--- src/rtl/delay_slot_scheduler_if.sv ---
// Request/grant bundle between the stimulus sequencers and the shared delay timer.
// The sequencer side is the master, the scheduler is the slave.
interface delay_slot_scheduler_if #(
    parameter int NREQ = 4,
    parameter int DW   = 8
);
    logic [NREQ-1:0]    req;
    logic [NREQ*DW-1:0] delay;
    logic [NREQ*2-1:0]  scale;
    logic [NREQ-1:0]    gnt;
    logic [NREQ-1:0]    done;
    logic               busy;
    logic [DW-1:0]      remaining;

    modport master (
        output req, delay, scale,
        input  gnt, done, busy, remaining
    );

    modport slave (
        input  req, delay, scale,
        output gnt, done, busy, remaining
    );
endinterface

--- src/rtl/delay_slot_scheduler.sv ---
// Round-robin owner of one prescaled down-counter: grants a requester, waits
// delay*factor clocks, then pulses done back to it.
module delay_slot_scheduler #(
    parameter int NREQ = 4,
    parameter int DW   = 8
) (
    input logic                   clock,
    input logic                   reset_n,
    delay_slot_scheduler_if.slave bus
);
    localparam int IW = (NREQ > 1) ? $clog2(NREQ) : 1;

    typedef enum logic [1:0] {IDLE, COUNT, DONE} state_t;

    state_t          state, state_nxt;
    logic [IW-1:0]   ptr, ptr_nxt;
    logic [IW-1:0]   winner, winner_nxt;
    logic [IW-1:0]   arb_idx, cand;
    logic            arb_hit;
    logic [DW-1:0]   remaining, remaining_nxt;
    logic [9:0]      presc, presc_nxt;
    logic [1:0]      scl_lat;
    logic            load_scale;

    // Prescaler value on which one unit has elapsed.
    function automatic logic [9:0] last_count(input logic [1:0] s);
        case (s)
            2'd0:    return 10'd0;
            2'd1:    return 10'd9;
            2'd2:    return 10'd99;
            default: return 10'd999;
        endcase
    endfunction

    function automatic logic [IW-1:0] next_ptr(input logic [IW-1:0] w);
        if (int'(w) == NREQ - 1) return '0;
        return w + IW'(1);
    endfunction

    // First set request at or after the pointer, wrapping modulo NREQ.
    always_comb begin
        arb_hit = 1'b0;
        arb_idx = '0;
        cand    = '0;
        for (int i = 0; i < NREQ; i++) begin
            cand = IW'((int'(ptr) + i) % NREQ);
            if (!arb_hit && bus.req[cand]) begin
                arb_hit = 1'b1;
                arb_idx = cand;
            end
        end
    end

    always_comb begin
        state_nxt     = state;
        ptr_nxt       = ptr;
        winner_nxt    = winner;
        remaining_nxt = remaining;
        presc_nxt     = presc;
        load_scale    = 1'b0;
        case (state)
            IDLE: begin
                if (arb_hit) begin
                    winner_nxt    = arb_idx;
                    load_scale    = 1'b1;
                    presc_nxt     = '0;
                    remaining_nxt = bus.delay[int'(arb_idx)*DW +: DW];
                    state_nxt     = (bus.delay[int'(arb_idx)*DW +: DW] == '0) ? DONE : COUNT;
                end
            end
            COUNT: begin
                // A dropped request beats a final tick in the same cycle.
                if (!bus.req[winner]) begin
                    state_nxt     = IDLE;
                    remaining_nxt = '0;
                    presc_nxt     = '0;
                    ptr_nxt       = next_ptr(winner);
                end else if (presc == last_count(scl_lat)) begin
                    presc_nxt     = '0;
                    remaining_nxt = remaining - DW'(1);
                    if (remaining == DW'(1)) state_nxt = DONE;
                end else begin
                    presc_nxt = presc + 10'd1;
                end
            end
            DONE: begin
                state_nxt = IDLE;
                ptr_nxt   = next_ptr(winner);
            end
            default: state_nxt = IDLE;
        endcase
    end

    always_ff @(posedge clock or negedge reset_n) begin
        if (!reset_n) begin
            state     <= IDLE;
            ptr       <= '0;
            winner    <= '0;
            remaining <= '0;
            presc     <= '0;
        end else begin
            state     <= state_nxt;
            ptr       <= ptr_nxt;
            winner    <= winner_nxt;
            remaining <= remaining_nxt;
            presc     <= presc_nxt;
        end
    end

    // Unit select is pure data; it is only consulted while COUNT is active.
    always_ff @(posedge clock) begin
        if (load_scale) scl_lat <= bus.scale[int'(arb_idx)*2 +: 2];
    end

    always_comb begin
        bus.gnt  = '0;
        bus.done = '0;
        if (state == COUNT) bus.gnt[winner]  = 1'b1;
        if (state == DONE)  bus.done[winner] = 1'b1;
    end

    assign bus.busy      = (state != IDLE);
    assign bus.remaining = remaining;
endmodule

--- src/flat_wrapper.sv ---
// flat-port wrapper written by rule: the top's interface ports become plain ports
module delay_slot_scheduler_flat 
#(
    parameter int NREQ = 4,
    parameter int DW   = 8
)
  (clock, reset_n, bus_req, bus_delay, bus_scale, bus_gnt, bus_done, bus_busy, bus_remaining);
  delay_slot_scheduler_if #(.NREQ(NREQ), .DW(DW)) bus_i ();
  input logic clock;
  input logic reset_n;
  input wire logic [$bits(bus_i.req)-1:0] bus_req;
  input wire logic [$bits(bus_i.delay)-1:0] bus_delay;
  input wire logic [$bits(bus_i.scale)-1:0] bus_scale;
  output wire logic [$bits(bus_i.gnt)-1:0] bus_gnt;
  output wire logic [$bits(bus_i.done)-1:0] bus_done;
  output wire logic [$bits(bus_i.busy)-1:0] bus_busy;
  output wire logic [$bits(bus_i.remaining)-1:0] bus_remaining;
  assign bus_i.req = bus_req;
  assign bus_i.delay = bus_delay;
  assign bus_i.scale = bus_scale;
  assign bus_gnt = bus_i.gnt;
  assign bus_done = bus_i.done;
  assign bus_busy = bus_i.busy;
  assign bus_remaining = bus_i.remaining;
  delay_slot_scheduler #(.NREQ(NREQ), .DW(DW)) u_core (.clock(clock), .reset_n(reset_n), .bus(bus_i));
endmodule
--- config.mk ---
export PLATFORM = sky130hd
export DESIGN_NAME = delay_slot_scheduler_flat
export DESIGN_NICKNAME = d
export VERILOG_FILES = /design/src/rtl/delay_slot_scheduler_if.sv /design/src/rtl/delay_slot_scheduler.sv /design/src/flat_wrapper.sv
export SDC_FILE = /design/constraint.sdc
export NUM_CORES = 1
export LEC_CHECK = 0
export BUFFER_PORTS_ARGS = -buffer_cell sky130_fd_sc_hd__buf_2
export CORE_MARGIN = 8
export CORE_UTILIZATION = 35
export DETAILED_ROUTE_END_ITERATION = 16
export GPL_ROUTABILITY_DRIVEN = 0
export GPL_TIMING_DRIVEN = 0
export SLEW_MARGIN = 10
export SYNTH_ARGS = -nofsm -noshare
export SYNTH_HDL_FRONTEND = slang
export SYNTH_SLANG_ARGS = --single-unit
--- constraint.sdc ---
create_clock -name clock -period 3.2 [get_ports clock]
set_input_delay 0.8 -clock clock [delete_from_list [all_inputs] [get_ports clock]]
set_output_delay 0.8 -clock clock [all_outputs]
set_load 0.01 [all_outputs]
# Word level (Yosys, flattened, before mapping)
# Cells that the tools add are included.
# Widths: inputs -> output; s select.
[totals]
ff_bits = 26
wordCells = 99
inputBits = 46
out_inout_bits = 17
[classes]
n_lt_le_gt_ge = 6
eq_ne = 11
n_reduce_logical = 18
muxes = 50
addsub = 6
shifts = 2
[ops]
columns = ["cell", "count"]
rows = [
  ["$mux 10", 5],
  ["$shiftx 32x6->8", 1],
  ["$pmux 10 s3", 1],
  ["$mux 2", 13],
  ["$mux 8", 3],
  ["$pmux 10 s2", 1],
  ["$mux 1", 16],
  ["$pmux 8 s2", 1],
  ["$lt 2x3->1 const B", 5],
  ["$add 10x1->10 const B", 1],
  ["$bmux 1 s2", 5],
  ["$eq 10x10->1", 1],
  ["$eq 8x1->1 const B", 1],
  ["$logic_not 8->1", 1],
  ["$mux 4", 2],
  ["$pmux 2 s2", 2],
  ["$shiftx 8x4->2", 1],
  ["$sub 8x1->8 const B", 1],
  ["$eq 2x1->1 const B", 3],
  ["$ne 3x3->1 const B", 2],
  ["$reduce_and 2->1", 3],
  ["$reduce_and 3->1", 2],
  ["$reduce_bool 2->1", 3],
  ["$add 2x1->2 const B", 2],
  ["9 further kinds", 17],
]

# Longest topological paths before layout
[depth]
word_depth = 17
depth_mapped = 10
ltp_nobuf = 8

# Least setup slack after synthesis
# OpenSTA, ideal clock, no wires.
[synth_timing]
path_kind = "input port to flip-flop"
start = "in bus_req[2]"
end = "reg u_core.state[1]"
slack_ns = 0.671
t_arrival_ns = 2.408
setup_ns = 0.121
path_buffers = 1
path_stages = 8
required_ns = 3.079
path_cell_list = "nor2b_1 -> a21o_1 -> a211oi_2 -> buf_2 -> mux2_2 -> nand4_1 -> nor2_1 -> a22o_1"
[synth_via]
elab_chain_cells = 17
word_cells_on_any_way = 34
cone_classes = "eq/ne: 3; shift: 1; mux: 22; reduce/logical: 8"
[synth_rtl]
columns = ["element", "line_no", "source"]
rows = [
  ["start: declaration", "flat_wrapper.sv:11", "input wire logic [$bits(bus_i.req)-1:0] bus_req;"],
  ["$bmux 1 s2", "delay_slot_scheduler.sv:47", "if (!arb_hit && bus.req[cand]) begin"],
  ["$mux 1 (not written as such)", "delay_slot_scheduler.sv:47", ""],
  ["$mux 1", "delay_slot_scheduler.sv:47", ""],
  ["$logic_not 1->1", "delay_slot_scheduler.sv:47", ""],
  ["$logic_and 1x1->1", "delay_slot_scheduler.sv:47", ""],
  ["$mux 1", "delay_slot_scheduler.sv:47", ""],
  ["$logic_not 1->1", "delay_slot_scheduler.sv:47", ""],
  ["$logic_and 1x1->1", "delay_slot_scheduler.sv:47", ""],
  ["$mux 1", "delay_slot_scheduler.sv:47", ""],
  ["$logic_not 1->1", "delay_slot_scheduler.sv:47", ""],
  ["$logic_and 1x1->1", "delay_slot_scheduler.sv:47", ""],
  ["$mux 2", "delay_slot_scheduler.sv:47", ""],
  ["$shiftx 32x6->8", "delay_slot_scheduler.sv:68", "state_nxt = (bus.delay[int'(arb_idx)*DW +: DW] == '0) ? DONE : COUNT;"],
  ["$logic_not 8->1", "delay_slot_scheduler.sv:68", ""],
  ["$mux 2", "delay_slot_scheduler.sv:68", ""],
  ["$mux 2", "delay_slot_scheduler.sv:63", "if (arb_hit) begin"],
  ["$pmux 2 s2", "delay_slot_scheduler.sv:61", "case (state)"],
  ["end signal: assignment", "delay_slot_scheduler.sv:102", "state <= state_nxt;"],
  ["end: declaration", "delay_slot_scheduler.sv:15", "state_t state, state_nxt;"],
]
# Several ways; a longest one is shown, not always the timed one. The select of a mux whose other input is x is not followed.
# A chain may end at the register's enable or synchronous reset.

# Worst setup path in the final report
# Ends and elaborated chain as after synthesis.

==> impl_metrics.ini <==
[sta]
final_hold_viol_count = 0
drv_slew = 0
tns_ns = 0
worst_pin_slew_ns = 0.581
skew_ns = 0.00711
finalCritPeriodShare_pct = 82.5
max-slew-margin-rel_pct = 61.3
post-route-min-period_ns = 2.64
fmax_mhz = 379
setup_viol = 0
rsz0062_at_grt = false

[floorplanning]
initial_core_util_pct = 36.4
die_w_um = 91.9
design.core.area_um2 = 5540
die-area_um2 = 8440
rows = 27
io_pins = 63
die_height_um = 91.9

[grt]
grt_pass1_vias = 1780
antenna_found_initial = 0
grt_start_max_net_pins = 25
grt_use_total_pct = 12.4
grt_remaining_overflow = 0
grt_pass1_wl_mm = 8.83

[worst_setup_path]
required_ns = 3.36
path_buf_inv = 2
critPathLaunch = bus_req[2]
crit_arrival_ns = 2.80
cp_common_cell = buf_2
start_kind = primary input
crit_chain = buf_2, nor2b_1, a21o_1, a211oi_2, buf_2, mux2_2, nand4_1, nor2_1, a22o_1
crit_family = compound AO/OA/AOI/OAI gates
slowest_stage = a211oi_2
rr_startpoint = u_core.ptr[0]
end_kind = register
crit_fanout = 10
max_stage_delay_ns = 0.45
worst-setup-path-type = primary input to register

[clock_tree]
cts_max_level = 1
post_cts_buffers = 0
cts_root_buf = clkbuf_8
cts_tree = yes
cts.repair.resized = 0
cts_buffers = 3
postCtsHoldBufs = 0
clkTransAtPathRegs_ns = 0.09
clk_latency_ns = 0.27
clockBufferDepth = 2
clock_sink_count = 26

[synth]
ys_types = 49
synth_seq_area_share_pct = 32.8
ys_top_cells_by_count = dfrtp_1, nor2_1, nand2_1, mux2i_1, o21ai_0
ys.flop_type = dfrtp_1
synth_edf_count = 2
synth_cells = 220
yosys.area.top_type = dfrtp_1
yosys.cell_count.top_type = dfrtp_1
yosysTopAreaCellShare_pct = 29.8
syn_nets = 273
ys_seq_elements = 26
synth_area_per_cell_um2 = 9.16
yosysWarnings = 0
synth_area_leaders = dfrtp_1, mux2i_1, mux2_2
async_flop_share_pct = 92.3
synth.cell_area_um2 = 2010

[drt]
wl_per_cell_um = 14.6
drt-total-wl_mm = 5.22
drt_iter0_drc = 77
ant_nets = 0
drc_errors = 0
viasPerCell = 5.09
vias = 1824
drt_pre_antenna_iters = 4

[finish]
multiInputGateArea_um2 = 1260
finalNetCount = 340
post-route-util_pct = 44.8
final-seq-area_um2 = 661
area_growth_pct = 23.2
n_fill_cell = 579
antenna_cells = 0
drive_gt1_share_pct = 33.6

[worst_hold_path]
hp-class = primary input to async pin

[status]
status = finished clean

[job]
cap_violations = 0

[placement]
numPortBuffers = 62
dp.final_hpwl_mm = 4.22

[power]
powerDensity_nw_per_um2 = 811
power.total_mw = 2.01
peakVddDrop_uv = 411
p_leak_nw = 1.19
-- flip-flops by register name, indices dropped and copies added, names as in the netlist --
register,flops
u_core.ptr,2
u_core.bus.remaining,8
u_core.winner,2
u_core.state,2
u_core.presc,10
u_core.scl_lat,2
-- cell type report --
type / count / area share (%)
multi-input cells: 177 / 50.7
well taps: 72 / 3.63
flip-flops and latches: 26 / 26.6
plain buffers: 8 / 2.52
inverters: 9 / 1.36
clock buffers: 4 / 2.67
repair buffers: 62 / 12.5
-- placed cells by master, fill, tap and decap left out, types with 3 or more instances in the layout --
cell type and n:
and2_1 8, clkbuf_8 3, nor2_1 22, mux2i_1 18
inv_1 9, dfrtp_1 24, o21ai_0 18, a21oi_1 8
mux2_2 9, o21ai_2 3, nand2b_1 3, xor2_1 6
ha_1 7, nor2b_1 6, buf_2 66, nand2_1 21
nand4_1 7, a22o_1 3, o32a_1 3
-- through the flow --
stage                     hold WS, ns  setup WS [ns]  cell area (um^2)  cells
final                           0.519          0.560              2480    358
after global routing            0.548          0.415              2480    358
after CTS                       0.539          0.555              2480    358
after detailed placement        0.523          0.260              2410    354
after global placement          0.513          0.254              2410    354
after floorplan                 0.487          0.671              2010    220
-- power breakdown --
group | internal [mW] | switching, mW | leakage (nW)
logic | 0.563 | 0.645 | 0.819
registers | 0.443 | 0.124 | 0.333
clock network | 0.136 | 0.100 | 0.0339
total | 1.14 | 0.869 | 1.19
-- final timing paths --
path	to	slack [ns]	cells past startpoint
min reg2reg	u_core.presc[9]	0.54	1
max in group asynchronous	u_core.presc[8]	2.29	1
max	u_core.state[1]	0.56	9
min	u_core.bus.remaining[4]	0.52	1
max reg2reg	u_core.state[1]	0.91	8
min in group clock	u_core.presc[9]	0.54	1
-- metal layers --
| metal | vias up | part of all wire (%) | GRT usage, % |
|---|---|---|---|
| li1 | 927 | - | - |
| met2 | 34 | 45 | 19.8 |
| met1 | 861 | 49 | 16.6 |
| met4 | 0 | 0.80 | 2.82 |
| met3 | 2 | 4.8 | 2.69 |
| met5 | - | 0 | 0 |
-- logic make-up after synthesis --
family,after synthesis,synth area share (%)
AOI/OAI and AO/OA,51,18.7
xor gates and xnor gates,6,2.61
adders and majority gates,7,4.35
buffers and inverters,17,4.78
DFF,26,32.8
muxes,28,15.1
and+or+nand+nor,85,21.7
Note: power is estimated with default switching activity, not from simulation.
